**config.mk**
```make
export PLATFORM = sky130hd
export DESIGN_NAME = fetch_unit
export DESIGN_NICKNAME = d
export VERILOG_FILES = /design/src/rtl/fetch_unit.sv
export SDC_FILE = /design/constraint.sdc
export NUM_CORES = 1
export LEC_CHECK = 0
export CAP_MARGIN = 20
export CELL_PAD_IN_SITES_DETAIL_PLACEMENT = 0
export CELL_PAD_IN_SITES_GLOBAL_PLACEMENT = 1
export CORE_ASPECT_RATIO = 0.7
export CORE_MARGIN = 2
export CORE_UTILIZATION = 46
export CTS_CLUSTER_SIZE = 30
export DETAILED_ROUTE_END_ITERATION = 8
export GPL_TIMING_DRIVEN = 0
export PLACE_DENSITY_LB_ADDON = 0.1
export RECOVER_POWER = 25
export SLEW_MARGIN = 20
export SYNTH_ARGS = -nofsm -noshare
export SYNTH_HDL_FRONTEND = slang
export SYNTH_SLANG_ARGS = --single-unit
```
**constraint.sdc**
```tcl
create_clock -name clk_i -period 5.01 [get_ports clk_i]
set_input_delay 1.002 -clock clk_i [delete_from_list [all_inputs] [get_ports clk_i]]
set_output_delay 1.002 -clock clk_i [all_outputs]
set_load 0.01 [all_outputs]
```
**src/rtl/fetch_unit.sv**
```systemverilog
// rtl/fetch_unit.sv - instruction-fetch front end with prefetch queue
//
// Owns the fetch PC and issues in-order pipelined reads on a valid/ready
// memory port whose response latency varies. Returned words are stored with
// their PC in a DEPTH-entry queue that decode drains via valid/ready.
// A redirect flushes the queue and restarts fetch. Requests still in flight
// at that point are marked stale, and their responses are discarded.
//
// Parameters:
//   XLEN      address / PC width
//   RESET_PC  fetch PC after reset (word aligned)
//   DEPTH     queue entries = in-flight + buffered limit (power of 2, >= 2)
//
// Ports:
//   clk_i            clock
//   rst_ni           asynchronous active-low reset
//   mem_req_valid_o  read request valid
//   mem_req_ready_i  memory accepts the request this cycle
//   mem_req_addr_o   read address (current fetch PC)
//   mem_rsp_valid_i  read data valid, one per accepted request, in order
//   mem_rsp_data_i   read data
//   redirect_i       flush and restart fetch at redirect_pc_i
//   redirect_pc_i    new fetch PC, bits [1:0] forced to zero
//   insn_valid_o     queue head valid
//   insn_ready_i     consumer takes the queue head
//   insn_o           queue head instruction word
//   insn_pc_o        PC of the queue head

module fetch_unit #(
    parameter int              XLEN     = 32,
    parameter logic [XLEN-1:0] RESET_PC = '0,
    parameter int              DEPTH    = 4
) (
    input  logic            clk_i,
    input  logic            rst_ni,

    output logic            mem_req_valid_o,
    input  logic            mem_req_ready_i,
    output logic [XLEN-1:0] mem_req_addr_o,
    input  logic            mem_rsp_valid_i,
    input  logic [31:0]     mem_rsp_data_i,

    input  logic            redirect_i,
    input  logic [XLEN-1:0] redirect_pc_i,

    output logic            insn_valid_o,
    input  logic            insn_ready_i,
    output logic [31:0]     insn_o,
    output logic [XLEN-1:0] insn_pc_o
);

    localparam int AW = $clog2(DEPTH);
    localparam int PW = AW + 1;

    // ------------------------------------------------------------------
    // State
    // ------------------------------------------------------------------
    logic [XLEN-1:0] fpc_q;
    logic            started_q;
    logic [PW-1:0]   pending_q;   // accepted requests whose response is outstanding
    logic [PW-1:0]   drop_q;      // oldest pending responses that are stale
    logic [PW-1:0]   rd_ptr_q;    // queue head
    logic [PW-1:0]   wr_ptr_q;    // next slot to receive data
    logic [PW-1:0]   iss_ptr_q;   // next slot to reserve for a live request

    logic [31:0]     data_q [DEPTH];
    logic [XLEN-1:0] pc_q   [DEPTH];

    // ------------------------------------------------------------------
    // Handshakes and derived values
    // ------------------------------------------------------------------
    logic [PW-1:0]   count;
    logic [PW:0]     credit_used;
    logic            req_accept;
    logic            rsp_ok;
    logic            rsp_drop;
    logic            rsp_push;
    logic            pop;
    logic [PW-1:0]   pending_nxt;

    assign count       = wr_ptr_q - rd_ptr_q;

    // Stale in-flight requests still hold credit. This keeps the queue from
    // overflowing when a redirect restarts fetch with responses still outstanding.
    assign credit_used = {1'b0, pending_q} + {1'b0, count};

    assign mem_req_valid_o = started_q && (credit_used < (PW+1)'(DEPTH));
    assign mem_req_addr_o  = fpc_q;

    assign req_accept  = mem_req_valid_o && mem_req_ready_i;

    // A response with nothing pending breaks the protocol and is ignored.
    assign rsp_ok      = mem_rsp_valid_i && (pending_q != '0);
    assign rsp_drop    = rsp_ok && (drop_q != '0);
    assign rsp_push    = rsp_ok && (drop_q == '0) && !redirect_i;

    assign pop         = insn_valid_o && insn_ready_i;

    assign pending_nxt = pending_q + PW'(req_accept) - PW'(rsp_ok);

    assign insn_valid_o = (count != '0);
    assign insn_o       = data_q[rd_ptr_q[AW-1:0]];
    assign insn_pc_o    = pc_q[rd_ptr_q[AW-1:0]];

    // ------------------------------------------------------------------
    // Control state
    // ------------------------------------------------------------------
    always_ff @(posedge clk_i or negedge rst_ni) begin
        if (!rst_ni) begin
            fpc_q     <= RESET_PC;
            started_q <= 1'b0;
            pending_q <= '0;
            drop_q    <= '0;
            rd_ptr_q  <= '0;
            wr_ptr_q  <= '0;
            iss_ptr_q <= '0;
        end else begin
            started_q <= 1'b1;
            pending_q <= pending_nxt;
            if (redirect_i) begin
                // Everything still outstanding after this cycle is stale.
                // That includes any request accepted this cycle. A response
                // arriving this cycle is discarded. A pop this cycle has
                // already completed its handshake, so it is not undone.
                fpc_q    <= redirect_pc_i & ~XLEN'(3);
                drop_q   <= pending_nxt;
                // Restart the queue empty. Stale requests do not reserve
                // slots, so all three pointers can meet at any common value.
                rd_ptr_q <= iss_ptr_q;
                wr_ptr_q <= iss_ptr_q;
            end else begin
                if (req_accept) begin
                    fpc_q     <= fpc_q + XLEN'(4);
                    iss_ptr_q <= iss_ptr_q + PW'(1);
                end
                if (rsp_drop) begin
                    drop_q <= drop_q - PW'(1);
                end
                if (rsp_push) begin
                    wr_ptr_q <= wr_ptr_q + PW'(1);
                end
                if (pop) begin
                    rd_ptr_q <= rd_ptr_q + PW'(1);
                end
            end
        end
    end

    // ------------------------------------------------------------------
    // Queue storage
    // ------------------------------------------------------------------
    // The PC is written into the reserved slot when the request is issued.
    // The data lands in the same slot when the response returns. Live
    // responses come back in issue order, so wr_ptr always trails iss_ptr
    // onto the matching slot.
    always_ff @(posedge clk_i or negedge rst_ni) begin
        if (!rst_ni) begin
            for (int i = 0; i < DEPTH; i++) begin
                data_q[i] <= '0;
                pc_q[i]   <= '0;
            end
        end else begin
            if (req_accept && !redirect_i) begin
                pc_q[iss_ptr_q[AW-1:0]] <= fpc_q;
            end
            if (rsp_push) begin
                data_q[wr_ptr_q[AW-1:0]] <= mem_rsp_data_i;
            end
        end
    end

    rsp_without_request: assert property (
        @(posedge clk_i) disable iff (!rst_ni) mem_rsp_valid_i |-> (pending_q != '0)
    );

endmodule
```
### Word level (Yosys, flattened, before mapping)

Cells that the tools add are included.
W data, S select, Z words.

| storage, ports and cells | value |
|---|---|
| bits in writable memories | 0 |
| bits in registers | 304 |
| bits of input ports | 70 |
| bits in latches | 0 |
| memories kept | 0 |
| output and inout bits | 98 |
| logic and storage cells | 74 |
| ROM bits | 0 |

| cells by class | value |
|---|---|
| $add $sub $neg | 9 |
| $mul | 0 |
| div/mod/pow operators | 0 |
| bitwise gates (word level) | 4 |
| order comparisons | 6 |
| mux-type cells | 20 |
| reductions and logical operators | 20 |
| equality and inequality tests | 0 |
| shifts and indexed selects | 0 |

Operators with widths:

| kind | number |
|---|---|
| $bwmux W128 | 2 |
| $mux W32 | 8 |
| $bmux W32 S2 | 2 |
| $demux W32 S2 | 2 |
| $add A32 B3 Y32 const B | 1 |
| $mux W3 | 6 |
| $logic_and A1 B1 Y1 | 10 |
| $add A3 B1 Y3 const B | 3 |
| $ge A3 B3 Y1 const B | 3 |
| $not A2 Y3 | 3 |
| $reduce_bool A3 Y1 | 3 |
| $reduce_bool A2 Y1 | 4 |
| $lt A3 B1 Y1 const B | 2 |
| $add A3 B3 Y4 | 1 |
| $lt A4 B3 Y1 const B | 1 |
| $add A3 B1 Y3 | 1 |
| $logic_not A3 Y1 | 1 |
| $sub A3 B1 Y3 | 1 |
| $sub A3 B1 Y3 const B | 1 |
| $sub A3 B3 Y3 | 1 |
| $reduce_and A2 Y1 | 1 |
| $logic_not A1 Y1 | 1 |
| $not A1 Y1 | 1 |

### Longest topological paths before layout

| logic depth | value |
|---|---|
| depth in word-level cells | 8 |
| depth in mapped cells | 17 |
| mapped depth without buffers | 17 |

### Least setup slack after synthesis

OpenSTA, ideal clock, no wires.

| path | value |
|---|---|
| path kind | register to register |
| from | register rd_ptr_q[1] |
| to | register drop_q[2] |
| arrival | 3.935 ns |
| setup time | 0.135 ns |
| buffers on the path | 2 |
| period minus slack after synthesis | 4.070 ns |
| required time | 4.875 ns |
| path slack | 0.940 ns |
| stages on the path, launching flop included | 18 |
| cell sequence | dfrtp_1 > clkbuf_1 > clkbuf_1 > inv_1 > fa_1 > xnor3_1 > ha_1 > nor4b_4 > nand3_1 > ha_1 > inv_1 > ha_1 > inv_1 > fa_1 > xnor2_1 > xnor2_1 > nand2_1 > o21ai_0 |

| on the way | value |
|---|---|
| longest elaborated chain between the ends | 8 |

RTL lines:

| what | RTL line | source |
|---|---|---|
| start, declared | 62 | `logic [PW-1:0] rd_ptr_q;` |
| start signal, assigned | 129 | `rd_ptr_q <= iss_ptr_q;` |
| start signal, assigned | 143 | `rd_ptr_q <= rd_ptr_q + PW'(1);` |
| $sub A3 B3 Y3 | 81 | `assign count = wr_ptr_q - rd_ptr_q;` |
| $add A3 B3 Y4 | 85 | `assign credit_used = {1'b0, pending_q} + {1'b0, count};` |
| $lt A4 B3 Y1 | 87 | `assign mem_req_valid_o = started_q && (credit_used < (PW+1)'(DEPTH));` |
| $logic_and A1 B1 Y1 | 87 |  |
| $logic_and A1 B1 Y1 | 90 | `assign req_accept = mem_req_valid_o && mem_req_ready_i;` |
| $add A3 B1 Y3 | 99 | `assign pending_nxt = pending_q + PW'(req_accept) - PW'(rsp_ok);` |
| $sub A3 B1 Y3 | 99 |  |
| named net pending_nxt[2] | 79 | `logic [PW-1:0] pending_nxt;` |
| $mux W3 | 120 | `if (redirect_i) begin` |
| end signal, assigned | 126 | `drop_q <= pending_nxt;` |
| end signal, assigned | 137 | `drop_q <= drop_q - PW'(1);` |
| end, declared | 61 | `logic [PW-1:0] drop_q;` |

The timed path passes the listed nets, and every way through them passes these cells.
A chain may end at the register's enable or synchronous reset.

### Final worst setup path

| path | value |
|---|---|
| from | register rd_ptr_q[1] |
| to | output port mem_req_valid_o |

| on the way | value |
|---|---|
| longest elaborated chain between the ends | 4 |

RTL lines:

| what | RTL line | source |
|---|---|---|
| $sub A3 B3 Y3 | 81 |  |
| $add A3 B3 Y4 | 85 |  |
| $lt A4 B3 Y1 | 87 |  |
| $logic_and A1 B1 Y1 | 87 |  |
| end, declared | 37 | `output logic mem_req_valid_o,` |

No other way between the ends.

==> impl_metrics.json <==
{
  "outcome": "finished with violations",
  "violations": "capacitance limit, slew limit",
  "tns_ns": 0,
  "drtIter0Drc": 392,
  "fin_cells": 1527,
  "cts.hold.buffers_added": 0,
  "seqCellArea_um2": 7357,
  "cts_max_level": 1,
  "slowest_delay_ns": 0.57,
  "cts-buffers-inserted": 29,
  "antenna_found_initial": 0,
  "cts.clk_slew.worst_paths_ns": 0.06,
  "ant_nets": 0,
  "fmax_ghz": 0.2057,
  "yosys-mux-area-fraction_pct": 31.44,
  "synth_fa_ha_area_share_pct": 1.861,
  "maxSlewHeadroom_pct": -50.15,
  "io_buffers": 160,
  "cts_max_path_buffers": 3,
  "synth_cell_types": 44,
  "drv_slew": 210,
  "die_w_um": 209.4,
  "max_cap_viol_count": 3,
  "vias_per_cell": 5.532,
  "gp_congestion": 0.7583,
  "std_cell_rows": 52,
  "grt_pass1_wl_mm": 50.70,
  "drive_gt1_share_pct": 34.38,
  "use_met2_pct": 30.58,
  "clock_sinks": 294,
  "ys_async_sr_fraction_pct": 100.0,
  "synth_edf_count": 0,
  "vias": 8448,
  "skew_ns": 0.009417,
  "dieArea_um2": 30940,
  "grt_max_degree": 100,
  "grtUsageMet1_pct": 32.75,
  "synth_top_family_by_area": "multiplexers",
  "worst_pin_slew_ns": 2.252,
  "use_met3_pct": 4.589,
  "grt-ovfl-total": 0,
  "hold_viol_final": 0,
  "p_leak_uw": 0.007351,
  "start_kind": "register",
  "critical_path_class": "reg2out",
  "crit_arrival_ns": 3.86,
  "core_um2": 28950,
  "drc_errors": 0,
  "post-route-min-period_ns": 4.861,
  "nNetsFinal": 1218,
  "setup_viol": 0,
  "synthToLayoutAreaGrowth_pct": 22.68,
  "grt_most_used_layer": "met1",
  "clkLatencyLatePin_ns": 0.55,
  "avgSynthCellArea_um2": 14.57,
  "wl_mm": 31.64,
  "num-fill-cells": 2386,
  "final_util_pct": 57.55,
  "rsz0062_at_grt": "false",
  "root_buffer": "clkbuf_16",
  "avgRoutedWirePerCell_um": 20.72,
  "hp-class": "reg2reg",
  "initial_core_util_pct": 46.91,
  "worstPathMaxFanout": 10,
  "syn_inst": 932,
  "synth_compound_area_share_pct": 2.856,
  "period_share_pct": 97.04,
  "grt_use_total_pct": 21.10,
  "end_kind": "output pin",
  "syn-cell-area_um2": 13580,
  "die_h_um": 147.8,
  "dp_hpwl_mm": 21.96,
  "ys_seq_elements": 294,
  "synthXorXnorAreaFrac_pct": 1.133,
  "yosysSeqAreaShare_pct": 54.17,
  "ir_drop_v": 0.0002724,
  "ioPinCount": 168,
  "path_cells": "buf_2 > clkbuf_8 > inv_1 > fa_1 > xnor3_1 > ha_1 > or4b_4 > nor2_2 > clkdlybuf4s50_1",
  "placedCellCount": 1476,
  "cts_tree": "yes",
  "dr.pass1.iters": 4,
  "cpMaxStageDelayCell": "clkdlybuf4s50_1",
  "synth-simple-area-share_pct": 5.822,
  "antenna_cells": 0,
  "multi_input_area_um2": 5877,
  "synth_warnings": 0,
  "powerDensity_nw_per_um2": 599.4,
  "grt_pass1_vias": 8875,
  "required_ns": 4.01,
  "synthFlopType": "dfrtp_1"
}
## registers in the layout, summed over array words and instances, names as in the netlist
name            cells
rd_ptr_q            3
wr_ptr_q            3
drop_q              3
data_q            128
started_q           1
pending_q           3
mem_req_addr_o     30
pc_q              120
iss_ptr_q           3
## cells by family after synthesis
group | count (synthesis)
other | 2
AND/OR/NAND/NOR | 135
buffers and inverters | 86
multiplexers | 318
adder cells (fa/ha/maj) | 19
AO/OA/AOI/OAI | 62
flip-flops | 294
XOR/XNOR | 16
## placed cells by master, fill, tap and decap left out, types with 7 or more instances in the layout
cell type / instances
a31oi_1: 24
clkbuf_16: 29
buf_1: 13
nand2_1: 21
nor2_1: 27
clkdlybuf4s50_1: 159
buf_2: 21
mux2i_1: 7
clkbuf_8: 11
ha_1: 17
or4_1: 14
o21ai_0: 18
and4_1: 7
clkinv_2: 9
mux4_2: 62
dfrtp_1: 294
nand4_1: 15
o31ai_1: 15
xnor2_1: 10
inv_1: 14
clkbuf_1: 35
mux2_2: 249
nand3_1: 11
or3_1: 10
## metal layers
layer  up-vias  wire, um
li1       3857         -
met1      4406     15810
met2       146     13680
met3        39      1558
met4         0       586
met5         -         0
## final timing paths
kind                       depth (start not counted)    startpoint               to  slack, ns
max                                                9   rd_ptr_q[1]  mem_req_valid_o       0.15
min                                                1  iss_ptr_q[2]     iss_ptr_q[2]       0.48
max reg2reg                                       17   rd_ptr_q[1]        drop_q[2]       0.72
min reg2reg                                        1  iss_ptr_q[2]     iss_ptr_q[2]       0.48
max in group asynchronous                          2        rst_ni       data_q[95]       0.80
min in group asynchronous                          1        rst_ni         pc_q[19]       1.12
## worst max-delay path: cells and delay by family, from the launching register on
family,cells,cell delay (ns)
adders and majority gates,2,0.81
and+or+nand+nor,2,0.75
DFF,1,0.34
xor gates and xnor gates,1,0.25
buffers and inverters,4,1.16
## Yosys cell counts, types with 5 or more instances
master    instances  area share, %
dfrtp_1         294             54
mux2_2          249             21
mux4_2           62             10
clkbuf_1         35           0.97
nor2_1           28           0.77
a31oi_1          24            1.1
nand2_1          21           0.58
buf_2            19           0.70
o21ai_0          18           0.66
ha_1             17            1.6
nand4_1          15           0.69
o31ai_1          15           0.83
inv_1            14           0.39
or4_1            14           0.77
buf_1            13           0.36
nand3_1          11           0.41
or3_1            10           0.46
xnor2_1          10           0.64
and4_1            7           0.45
mux2i_1           7           0.52
xor2_1            5           0.32
## final cells by class
cell class	count	share of cell area (%)
inverters	15	0.3379
well taps	378	2.838
multi-input cells	555	35.27
flip-flops and latches	294	44.15
plain buffers	71	1.900
repair buffers	163	9.800
clock buffers	40	5.204
clock inverters	11	0.4956
## stage by stage
stage | area, um2 | total power (uW) | setup WS [ns] | hold slack [ns]
final | 16660 | 9987 | 0.1485 | 0.4789
after global routing | 16660 | 10620 | 0.004135 | 0.5113
after CTS | 16720 | 10110 | 0.03949 | 0.3298
after detailed placement | 15760 | 7892 | -0.04232 | 0.4644
after global placement | 15670 | 7804 | -10.13 | 0.4649
after floorplan | 13590 | 6280 | 0.9400 | 0.4465
## report_power, final
group	switching (uW)	total, uW	leakage (uW)	internal (uW)
clock network	917	2170	0.000480	1250
registers	519	3850	0.00380	3330
logic	1600	3970	0.00307	2370
## timing repair
item | in CTS | in global routing
endpoints found under the setup margin | 2 | 1
resized for setup | 4 | 2
buffers inserted | 0 | 0
Note: power is estimated with default switching activity, not from simulation.
==> RTL edit, RTL diff (config.mk and constraints unchanged) <==
`XLEN`: 32 -> 28.
--- a/src/rtl/fetch_unit.sv
+++ b/src/rtl/fetch_unit.sv
@@ -27,7 +27,7 @@
 //   insn_pc_o        PC of the queue head
 
 module fetch_unit #(
-    parameter int              XLEN     = 32,
+    parameter int              XLEN     = 28,
     parameter logic [XLEN-1:0] RESET_PC = '0,
     parameter int              DEPTH    = 4
 ) (
Interface: changed (resized insn_pc_o, mem_req_addr_o and redirect_pc_i); port bits go from 168 to 156. No check against the original RTL was run, so the function may have changed too.
==> RTL edit against the original RTL <==
- routed wire length decreased by 4.8%
- sequential share of layout area down 0.70 points
- the run still ends with max-capacitance violations, max-slew violations left
- sequential cell count fell by 20
- count of clock-buffer cells in the layout increased by 4
- clock skew about the same
- area after synthesis down 5.9%
- setup slack better by 23 ps
- cell area is 5.3% lower
- critical endpoint unchanged
- non-clock buffer count down 15
- power fell by 4.0%
- worst hold slack got worse by 4.6 ps
==> RTL edit: results (changes against the original RTL) <==
stage	metric	value	unit	change
global_route	M3 GR Usage	0.0308		-0.0151
power_and_ir_drop	Internal	6640	uW	-4.5%
timing	Worst Max-Slew Pin Slew	1950	ps	-304 ps
flow_run	max-cap violations	2		-1
run_status	failing checks	max-capacitance violations, max-slew violations		
placed_design	DPL Wire Length	20900	um	-4.9%
run_status	status	complete, but fails checks		
timing	pins over their slew limit	95		-55%
timing	Final Skew	9.19	ps	-0.231 ps
power_and_ir_drop	Reg power frac	0.372		-0.014
global_route	first-pass GRT wire length	48100	um	-5.0%
global_route	met1 global-route usage	0.334		+0.00647
power_and_ir_drop	Worst IR Drop VDD	0.000311	V	+14%
global_route	met2 Use GR	0.317		+0.0116
logic_synthesis	Synth Area in XOR/XNOR	0.0107		-0.000655
placed_design	Post-Place Setup Slack	-954	ps	-911 ps
logic_synthesis	adder-cell share of the synthesized area	0.0198		+0.00118
logic_synthesis	synth top area cells	dfrtp_1, mux2_2, mux4_2		
final_layout	Post-Layout Cell Count	1454		-4.8%
logic_synthesis	Unique masters post-synth	52		+18%
routing	DR WL met2	13300	um	-3.1%
routing	DR WL met3	1040	um	-33%
routing	wirelength, routed	30100	um	-4.8%
routing	met1 WL	15400	um	-2.9%
final_layout	FILL cells	2261		-5.2%
global_route	vias in the first global route	8368		-5.7%
placed_design	RD Place Congestion	0.781		+3.0%
global_route	Total GRT Usage	0.213		+0.00189
power_and_ir_drop	P per Cell Area	607	nW/um2	+1.3%
final_layout	Layout Nets	1152		-5.4%
RTL edit: cell types whose count changed after synthesis, moves of 6 or more:
cell,change
dfrtp_1,-20
mux2_2,-16
buf_6,+6
a31oi_1,-9
buf_1,+6
nor2_1,-8
o31ai_1,-6
nand4_1,-6
buf_2,-16
RTL edit: worst paths after layout:
path                                           from  cells past startpoint                  endpoint  slack [ps]
min reg2reg                iss_ptr_q[2]$_DFFE_PN0P_                      1  iss_ptr_q[2]$_DFFE_PN0P_         470
max                         wr_ptr_q[0]$_DFFE_PN0P_                      9           mem_req_valid_o         170
min in group asynchronous                    rst_ni                      1    data_q[24]$_DFFE_PN0P_         990
max reg2reg                 wr_ptr_q[0]$_DFFE_PN0P_                     18     drop_q[2]$_DFFE_PN0P_         240
max in group asynchronous                    rst_ni                      3      pc_q[12]$_DFFE_PN0P_        1370
min                        iss_ptr_q[2]$_DFFE_PN0P_                      1  iss_ptr_q[2]$_DFFE_PN0P_         470
RTL edit: repair_timing:
action / 4_1_cts / 5_1_grt
pin swaps: 0 / 0
hold buffers: 0 / 0
resized for setup: 6 / 2
setup buffers: 1 / 0
setup endpoints to repair: 76 / 3
RTL edit: cell type report:
class	count	area, um2	share of cell area
flip-flops and latches	274	6860	0.435
multi-input cells	528	5570	0.353
repair buffers	154	1560	0.0991
clock buffers	44	882	0.0559
well taps	364	455	0.0289
plain buffers	65	319	0.0202
clock inverters	8	65.1	0.00412
inverters	16	60.1	0.00381
diodes	1	2.50	0.000159
RTL edit: critical path: stages, from the launching register on:
cell and delay, ps:
dfrtp_1 420, inv_1 120, ha_1 160, inv_1 50
fa_1 430, xnor3_2 460, ha_1 350, or4b_4 590
nor2_1 160, clkdlybuf4s50_1 560
